--- src/rtl/piece_drop_ctrl.sv ---
// rtl/piece_drop_ctrl.sv - gravity stage: drops a piece down a column one row per tick, then writes the landing cell
// Optional abort input enabled by defining PIECE_DROP_ABORT_EN.
module piece_drop_ctrl #(
    parameter int ROWS  = 16,
    parameter int COLS  = 16,
    parameter int ROW_W = $clog2(ROWS),
    parameter int COL_W = $clog2(COLS)
) (
    input  logic             clk,
    input  logic             RST,
    input  logic             tick,
    input  logic             drop_req,
    input  logic [COL_W-1:0] drop_col,
    input  logic             player,
`ifdef PIECE_DROP_ABORT_EN
    input  logic             abort,
`endif
    output logic [COL_W-1:0] rd_col,
    input  logic [ROWS-1:0]  rd_occ,
    output logic             timer_restart,
    output logic             busy,
    output logic             reject,
    output logic             fall_valid,
    output logic [ROW_W-1:0] fall_row,
    output logic [COL_W-1:0] fall_col,
    output logic             wr_en,
    output logic [ROW_W-1:0] wr_row,
    output logic [COL_W-1:0] wr_col,
    output logic             wr_player,
    output logic             done
);

    typedef enum logic [1:0] {IDLE, FALL, LAND} state_t;

    state_t           state;
    logic             fall_player;
    logic [ROW_W-1:0] next_row;
    logic             at_bottom;
    logic             blocked;
    logic             abort_hit;

    // The occupancy port follows the requested column until a piece is accepted.
    assign rd_col    = (state == IDLE) ? drop_col : fall_col;
    assign next_row  = fall_row + 1'b1;
    assign at_bottom = (fall_row == ROW_W'(ROWS - 1));
    assign blocked   = rd_occ[next_row];

`ifdef PIECE_DROP_ABORT_EN
    assign abort_hit = abort;
`else
    assign abort_hit = 1'b0;
`endif

    always_ff @(posedge clk or negedge RST) begin
        if (!RST) begin
            state         <= IDLE;
            fall_player   <= 1'b0;
            timer_restart <= 1'b0;
            busy          <= 1'b0;
            reject        <= 1'b0;
            fall_valid    <= 1'b0;
            fall_row      <= '0;
            fall_col      <= '0;
            wr_en         <= 1'b0;
            wr_row        <= '0;
            wr_col        <= '0;
            wr_player     <= 1'b0;
            done          <= 1'b0;
        end else begin
            timer_restart <= 1'b0;
            reject        <= 1'b0;
            wr_en         <= 1'b0;
            done          <= 1'b0;
            case (state)
                IDLE: begin
                    if (drop_req) begin
                        if (rd_occ[0]) begin
                            reject <= 1'b1;
                        end else begin
                            state         <= FALL;
                            fall_row      <= '0;
                            fall_col      <= drop_col;
                            fall_player   <= player;
                            busy          <= 1'b1;
                            fall_valid    <= 1'b1;
                            timer_restart <= 1'b1;
                        end
                    end
                end
                FALL: begin
                    // Abort wins over a tick arriving in the same cycle.
                    if (abort_hit) begin
                        state      <= IDLE;
                        busy       <= 1'b0;
                        fall_valid <= 1'b0;
                    end else if (tick) begin
                        if (at_bottom || blocked) begin
                            state      <= LAND;
                            fall_valid <= 1'b0;
                            wr_en      <= 1'b1;
                            done       <= 1'b1;
                            wr_row     <= fall_row;
                            wr_col     <= fall_col;
                            wr_player  <= fall_player;
                        end else begin
                            fall_row <= next_row;
                        end
                    end
                end
                LAND: begin
                    state <= IDLE;
                    busy  <= 1'b0;
                end
                default: state <= IDLE;
            endcase
        end
    end

endmodule

--- config.mk ---
export PLATFORM = sky130hd
export DESIGN_NAME = piece_drop_ctrl
export DESIGN_NICKNAME = d
export VERILOG_FILES = /design/src/rtl/piece_drop_ctrl.sv
export SDC_FILE = /design/constraint.sdc
export NUM_CORES = 1
export LEC_CHECK = 0
export BUFFER_PORTS_ARGS = -buffer_cell sky130_fd_sc_hd__buf_4
export CAP_MARGIN = 20
export CORE_UTILIZATION = 43
export CTS_CLUSTER_DIAMETER = 40
export DETAILED_ROUTE_END_ITERATION = 7
export GPL_ROUTABILITY_DRIVEN = 0
export PLACE_DENSITY = 0.86
export SETUP_SLACK_MARGIN = 0.05
export SYNTH_ARGS = -nofsm -noshare
export SYNTH_HDL_FRONTEND = slang
export SYNTH_SLANG_ARGS = --single-unit
--- constraint.sdc ---
create_clock -name clk -period 2.2 [get_ports clk]
set_input_delay 0.11 -clock clk [delete_from_list [all_inputs] [get_ports clk]]
set_output_delay 0.11 -clock clk [all_outputs]
set_load 0.05 [all_outputs]
# Word level (Yosys, flattened, before mapping)
# Index checks and enable logic that the tools add are counted.
# totals
reg_bits	25
wordCells	61
# classes
bitwise_logic	1
eq_ne	8
magnitude_cmp	1
add_sub_neg	1
reduce_logical	10
mux	28
# op_table
operator	count
4-bit 2-to-1 mux	5
1-bit 2-to-1 mux	14
2-bit != test (second input constant)	5
5-bit AND reduction	2
3-bit AND reduction	3
2-bit 2-to-1 mux	4
4-bit case mux with 2 select lines	1
4-bit by 5-bit less-than comparator with 1-bit output (second input constant)	1
4-bit by 1-bit adder with 4-bit output (second input constant)	1
1-bit binary-select mux with 4-bit select	1
4-bit == test (second input constant)	1
1-bit case mux with 2 select lines	2
2-bit case mux with 2 select lines	1
4-bit AND reduction	1
2-bit nonzero test	2
2-bit by 1-bit == test with 1-bit output (second input constant)	1
2-bit == test (second input constant)	1
2-bit logical NOT	1
1-bit logical OR	1
1-bit NOT	1

# Logic depth before layout (Yosys ltp)
# Gate-level depths: netlist of the first run.
# depth
word_depth	7
ltp_mapped	10

# Worst setup path before layout of the first run
# Ideal clock, no wire load.
# synth_timing
kind	register to register
start	reg fall_row[1]
end	reg wr_col[0]
setup_slack_ps	-487
stages_incl_launch_ff	11
n_path_buf	2
synth_period_minus_slack_ps	2687
t_arrival_ps	2562
t_required_ps	2075
setup_ps	125
cell_sequence	dfrtp_1 ha_1 buf_2 mux4_1 nand2_1 and3_1 a31oi_1 nand3_2 a21oi_2 buf_6 mux2_4
# synth_between
elab_chain_len	5
# synth_rtl
element	line_no	rtl
start, declared	24	output logic [ROW_W-1:0] fall_row,
start signal, assigned	106	fall_row <= next_row;
4-bit by 1-bit adder with 4-bit output	44	assign next_row = fall_row + 1'b1;
1-bit binary-select mux with 4-bit select	46	assign blocked = rd_occ[next_row];
1-bit 2-to-1 mux (implied by the code)	46	
1-bit logical OR (*)	97	if (at_bottom || blocked) begin
3-bit AND reduction (no source line) (*)	n/a	
end signal, assigned	103	wr_col <= fall_col;
end, declared	28	output logic [COL_W-1:0] wr_col,
# Mark *: on every way between the ends. The rest lies on a longest branch, timed or not. The select of a mux whose other input is x is not followed.
# A chain may end at the register's enable or synchronous reset.

# Worst setup path after layout of the first run
# layout_timing
start	reg fall_row[0]
end	reg fall_row[2]
# layout_between
elab_chain_len	6
# layout_rtl
element	line_no
4-bit by 1-bit adder with 4-bit output	44
1-bit binary-select mux with 4-bit select	46
1-bit 2-to-1 mux (implied by the code)	46
1-bit logical OR	97
2-bit != test (no source line)	n/a
5-bit AND reduction (no source line)	n/a
# Several ways; a longest one is shown, not always the timed one. The select of a mux whose other input is x is not followed.

==> results of run 1 <==
[worst max-delay path, delay by kind of cell (launching register included)]
kind / cells / cell delay (ps)
flops: 1 / 490
simple gates: 2 / 360
mux: 2 / 520
compound gates: 1 / 410
buf+inv: 1 / 140
fa+ha+maj: 1 / 330
[stage by stage]
step	utilization [%]	setup TNS, ps	hold WS [ps]	total power [mW]
CTS	67.5	-855	2.30	2.73
floorplan	-	-1740	-186	1.98
global placement	63.9	-15.0	21.0	2.45
global route	68.6	-2470	19.3	2.90
finish	68.6	-1150	36.2	2.76
detailed placement	63.9	-826	25.0	2.50
[sequential cells by signal, summed over array words and instances (netlist names)]
signal	flops
busy	1
fall_player	1
done	1
reject	1
state	2
fall_col	4
fall_row	4
wr_row	4
wr_player	1
wr_col	4
fall_valid	1
timer_restart	1
[cells in the mapped netlist (all sizes together) (2+ instances only)]
master  instances
and3            3
a31oi           2
clkbuf          2
buf             4
mux4            4
nor2           11
a21oi           4
nand2          24
inv             5
dfrtp          25
mux2           13
mux2i           5
nand3           4
a22o            2
[final cells by class]
type	count	area [µm²]
Fill cell	224	902
Multi-Input combinational cell	84	686
Sequential cell	25	628
Timing Repair Buffer	70	559
Tap cell	42	52.6
Clock buffer	4	26.3
Inverter	6	22.5
[per-layer routing]
layer  GRT usage [%]  share of wire, %
met3            3.13               6.5
met4            8.50              0.92
met2            37.1                52
met1            22.9                41
met5               0                 0
[repair_timing]
action,CTS,global route
setup endpoints to repair,13,15
gates resized for setup,2,3
pin swaps,1,2
buffers inserted,2,1
hold buffers,6,1
endpoints found under the hold margin,30,1
[logic make-up after synthesis]
family | count (synthesis)
AOI/OAI and AO/OA | 14
adders and majority gates | 1
buffers and inverters | 12
DFF | 25
muxes | 22
and+or+nand+nor | 47
[layout by cell type (no fill, tap or decap), drive strengths merged]
cell type    Yosys  final
a32oi            1      1
clkinv           1      1
buf              4     63
nor2b            1      1
nand2b           1      1
a22o             2      2
a31oi            2      2
clkbuf           2      4
ha               1      1
dlygate4sd3      0      7
and3b            1      1
a221oi           1      1
and4bb           1      1
mux4             4      4
inv              5      5
a211oi           1      1
mux2i            5      5
and3             3      3
nand3            4      4
a2111o           1      1
nand2           24     24
a311oi           1      1
dfrtp           25     25
mux2            13     13
a22oi            1      1
a21oi            4      4
nor2            11     11
or3              1      1
[path summary, 6_finish.rpt]
kind                                   from  cells past startpoint          end  slack [ps]
worst max-delay path            fall_row[0]                      7  fall_row[2]        -120
worst min register to register  fall_player                      2  fall_player         520
min in group asynchronous               RST                      2       reject         220
worst min-delay path               drop_req                      2       reject          40
max in group asynchronous               RST                      2  fall_row[0]        1730
worst max register to register  fall_row[0]                      7  fall_row[2]        -120
[power by group through the flow]
stage                     Combinational, mW  Sequential (mW)  Clock [mW]
after CTS                              1.77            0.756       0.209
after floorplan                       0.754             1.22           0
after global routing                   1.89            0.782       0.224
after global placement                 1.69            0.758           0
final                                  1.80            0.758       0.201
after detailed placement               1.74            0.766           0
==> metrics.txt, run 1 <==
width of the die roughly 58 µm; antenna violations before repair 0; worst skew pair latency around 320 ps; number of remaining DRC errors 0; global-route wire length before repair 5090 µm; skew final 6.76 ps; biggest cell delay along the critical path 490 ps; worst-case headroom to the max-slew limit 70.7%; Max-Cap Viols 0; detailed-placement wirelength estimate 2400 µm; Post-Place Cell Area 1840 µm²; total via count in the routed design around 1200; violation count after the first detailed-route iteration 41; share of cell area taken by muxes after synthesis a little under a quarter; number of synthesized register bits 25; xor and xnor fraction of the mapped netlist area 0%; top cells by area in the synthesized netlist dfrtp_1 (46%), mux2_4 (8.9%), nand2_1 (6.7%); CP Data Required Time 2440 ps; clock tree buffer depth 2; final setup vio count 13; final slew viol count 0; I/O pins 52; maximum VDD drop 0.691 mV; number of distinct library cells after synthesis 33; vias in the first global route 1167; Internal Dissipation 1.42 mW; Initial Utilization ~47%; async set-reset flop share out of synthesis 100%; area enclosed by the die boundary 3370 µm²; TritonCTS sink count 25; smallest setup slack after layout -122 ps; complex-gate fraction of the synthesized area under 10%; CTS H-tree depth 1; top cell type's share of synthesized area 46.3%; Max Fclk 431 MHz; Layout Nets approximately 220; simple logic cell fraction of the synthesized area 15.9%; total clock buffers created by CTS 3; flip-flop cell with the highest count after synthesis dfrtp_1; iteration count of the initial detailed-routing pass 4; DRT Wirelength 3160 µm; global-route total usage across every layer 20.1%; Worst Path Arrival 2570 ps; measured slew at the worst slew-check pin between 400 and 500 ps; Reg power frac 27.5%; top cell type by total area after synthesis dfrtp_1; RSZ-0062 raised after global routing true; endpoint kind of the worst setup timing path flip-flop; leakage power figure 0.977 nW; part of the cycle the worst path needs 106%; final hold violation count 0; final standard cell area without fillers 1970 µm²; share of total power in combinational logic about two thirds; largest net degree at the start of global routing 26; cell total after placement ~220; number of warnings printed during yosys synthesis 0; final standard cell count with taps included and fillers excluded 231; vertical extent of the die 58.1 µm; critical path class flip-flop to flip-flop; drt wl/cell 13.7 µm; HP Class primary input to flip-flop; Mapped Avg Cell Area ~11 µm²; switching power 1.34 mW; run status complete, but fails checks; cells along the critical path ha_4 > mux4_2 > a2111o_1 > nand3_2 > buf_4 > and4bb_2 > mux2i_1; power density over cell area between 1000 and 1500 nW/µm²; Post-synth EDFFs 0; root buffer selected by CTS clkbuf_4; Clock power frac 7.3%; total gr overflow 0; Post-Syn Area 1350 µm²; final critical path time including I/O delays and setup 2320 ps; cells after synthesis 121; share of post-route cells with drive strength above 1 48.1%; average vias per placed instance 5.10; standard cell core area 2880 µm²; combinational family with the most area after synthesis multiplexers; share of synthesized cell area in full adder, half adder and majority cells 0.925%; Row Count 19; TritonCTS clock tree yes; count of port buffers added during placement 51; Critical Path Fanout Max 7; Placement Setup Slack -99.3 ps; Ant. Diodes 0; CP max-delay cell dfrtp_2; Antenna Violating Nets Remaining 0; net switching share of the total power 48.7%; Net Count, Synth 147; failing checks negative setup slack; Startpoint Class flip-flop; clock transition at the registers of the reported paths 130 ps; part of the Yosys area used for sequential elements approximately 46%; synthesis-to-finish area growth 46.0%
Note: power is estimated with default switching activity, not from simulation.
==> run 2, diff against run 1 <==
RECOVER_POWER = 25   (was default)
SKIP_CTS_REPAIR_TIMING = 1   (was default)
==> metrics.txt, run 2 (synthesis results as in run 1) <==
crit path to fall_row[2]; number of remaining DRC errors 0; critical path class flip-flop to flip-flop; final setup vio count 13; width of the die 58.1 µm; CTS H-tree depth 1; endpoint kind of the worst setup timing path flip-flop; area enclosed by the die boundary about 3400 µm²; synthesis-to-finish area growth 43.4%; average vias per placed instance 5.07; final hold violation count 1; drt wl/cell 13.5 µm; iteration count of the initial detailed-routing pass 4; Layout Nets 213; Critical Path Start fall_row[0]; Critical Path Fanout Max 7; total area of sequential cells 628 µm²; Ant. Diodes 0; worst-case headroom to the max-slew limit 16.0%; run status complete, but fails checks; TritonCTS clock tree yes; total via count in the routed design 1155; HP Class primary input to flip-flop; vias in the first global route 1096; vertical extent of the die 58.1 µm; CP Data Required Time about 2500 ps; count of port buffers added during placement 51; CP max-delay cell dfrtp_2; share of post-route cells with drive strength above 1 46.8%; clock transition at the registers of the reported paths 130 ps; most common cell after layout, fill and taps aside buf_4; largest net degree at the start of global routing 26; Reg2Reg Launch Point fall_row[0]; smallest setup slack after layout -115 ps; detailed-placement wirelength estimate about 2400 µm; TritonCTS sink count 25; Initial Utilization 47.0%; maximum VDD drop 0.678 mV; global-route wire length before repair 4800 µm; cells along the critical path ha_4 > mux4_2 > a2111o_1 > nand3_2 > buf_4 > and4bb_2 > mux2i_1; global-route total usage across every layer about a fifth; Max-Cap Viols 0; I/O pins 52; Antenna Violating Nets Remaining 0; violation count after the first detailed-route iteration 36; most used cells in the layout excluding fill and tap cells buf_4 (59), nand2_1 (24), dfrtp_1 (23), nor2_1 (11), mux2_4 (9); worst reg-to-reg setup slack -110 ps; Max Fclk about 430 MHz; Worst Path Arrival 2570 ps; worst hold slack -13.6 ps; number of inserted filler cells in the final layout 222; biggest cell delay along the critical path 490 ps; final critical path time including I/O delays and setup 2310 ps; root buffer selected by CTS clkbuf_4; worst skew pair latency 330 ps; cell count of the worst reg-to-reg path 7; total clock buffers created by CTS 3; standard cell core area between 2000 and 3000 µm²; power after layout 2.73 mW; multi-input logic area 683 µm²; leakage power figure between 0.9 and 1 nW; failing checks negative hold slack, negative setup slack; power density over cell area 1410 nW/µm²; Worst R2R End fall_row[2]; RSZ-0062 raised after global routing true; DRT Wirelength 3080 µm; Placement Setup Slack -99.3 ps; final slew viol count 0; Row Count 19; total gr overflow 0; skew final between 7 and 8 ps; antenna violations before repair 0; part of the cycle the worst path needs 105%; clock tree buffer depth 2; Startpoint Class flip-flop; measured slew at the worst slew-check pin 1260 ps
==> run 2: power breakdown <==
part | switching [mW] | internal [mW] | leakage (nW)
combinational | 1.07 | 0.702 | 0.624
sequential | 0.136 | 0.620 | 0.318
clock | 0.133 | 0.0712 | 0.0150
total | 1.34 | 1.39 | 0.957
==> run 2: worst min path at each step <==
stage | to | from | slack, ps | cells past startpoint
final | fall_col[3] | drop_col[3] | -10 | 3
after global routing | fall_col[3] | drop_col[3] | 20 | 3
after CTS | state[1] | RST | -340 | 1
after detailed placement | done | RST | 30 | 1
after global placement | wr_player | RST | 20 | 1
after floorplan | busy | RST | -190 | 0
==> run 2: layout make-up <==
cell class                 instances  area share [%]
sequential                        25            32.4
multi-input combinational         84            35.2
timing repair buffer              67            27.2
inverter                           6            1.16
clock buffer                       4            1.35
tap                               42            2.71
==> run 2: through the flow <==
stage | instances | utilization, % | setup TNS (ps) | hold slack, ps | cell area (µm²)
finish | 228 | 67.4 | -1150 | -13.6 | 1940
global route | 228 | 67.4 | -2600 | 15.1 | 1940
CTS | 221 | 64.8 | -1070 | -339 | 1860
detailed placement | 217 | 63.9 | -826 | 25.0 | 1840
global placement | 217 | 63.9 | -15.0 | 21.0 | 1840
floorplan | 121 | - | -1740 | -186 | 1370
==> run 2: metal layers <==
| layer | global-route usage, % | up-vias | routed length, µm |
|---|---|---|---|
| li1 | - | 554 | - |
| met1 | 22.3 | 543 | 1300 |
| met2 | 34.3 | 51 | 1540 |
| met3 | 2.90 | 7 | 177 |
| met4 | 8.16 | 0 | 62 |
| met5 | 0 | - | 0 |
==> run 2: critical path: cells and delay by family (launching register included) <==
kind / cells / cell delay (ps)
multiplexers: 2 / 520
flip-flops: 1 / 490
AO/OA/AOI/OAI: 1 / 400
AND/OR/NAND/NOR: 2 / 360
adder cells (fa/ha/maj): 1 / 330
buffers and inverters: 1 / 140
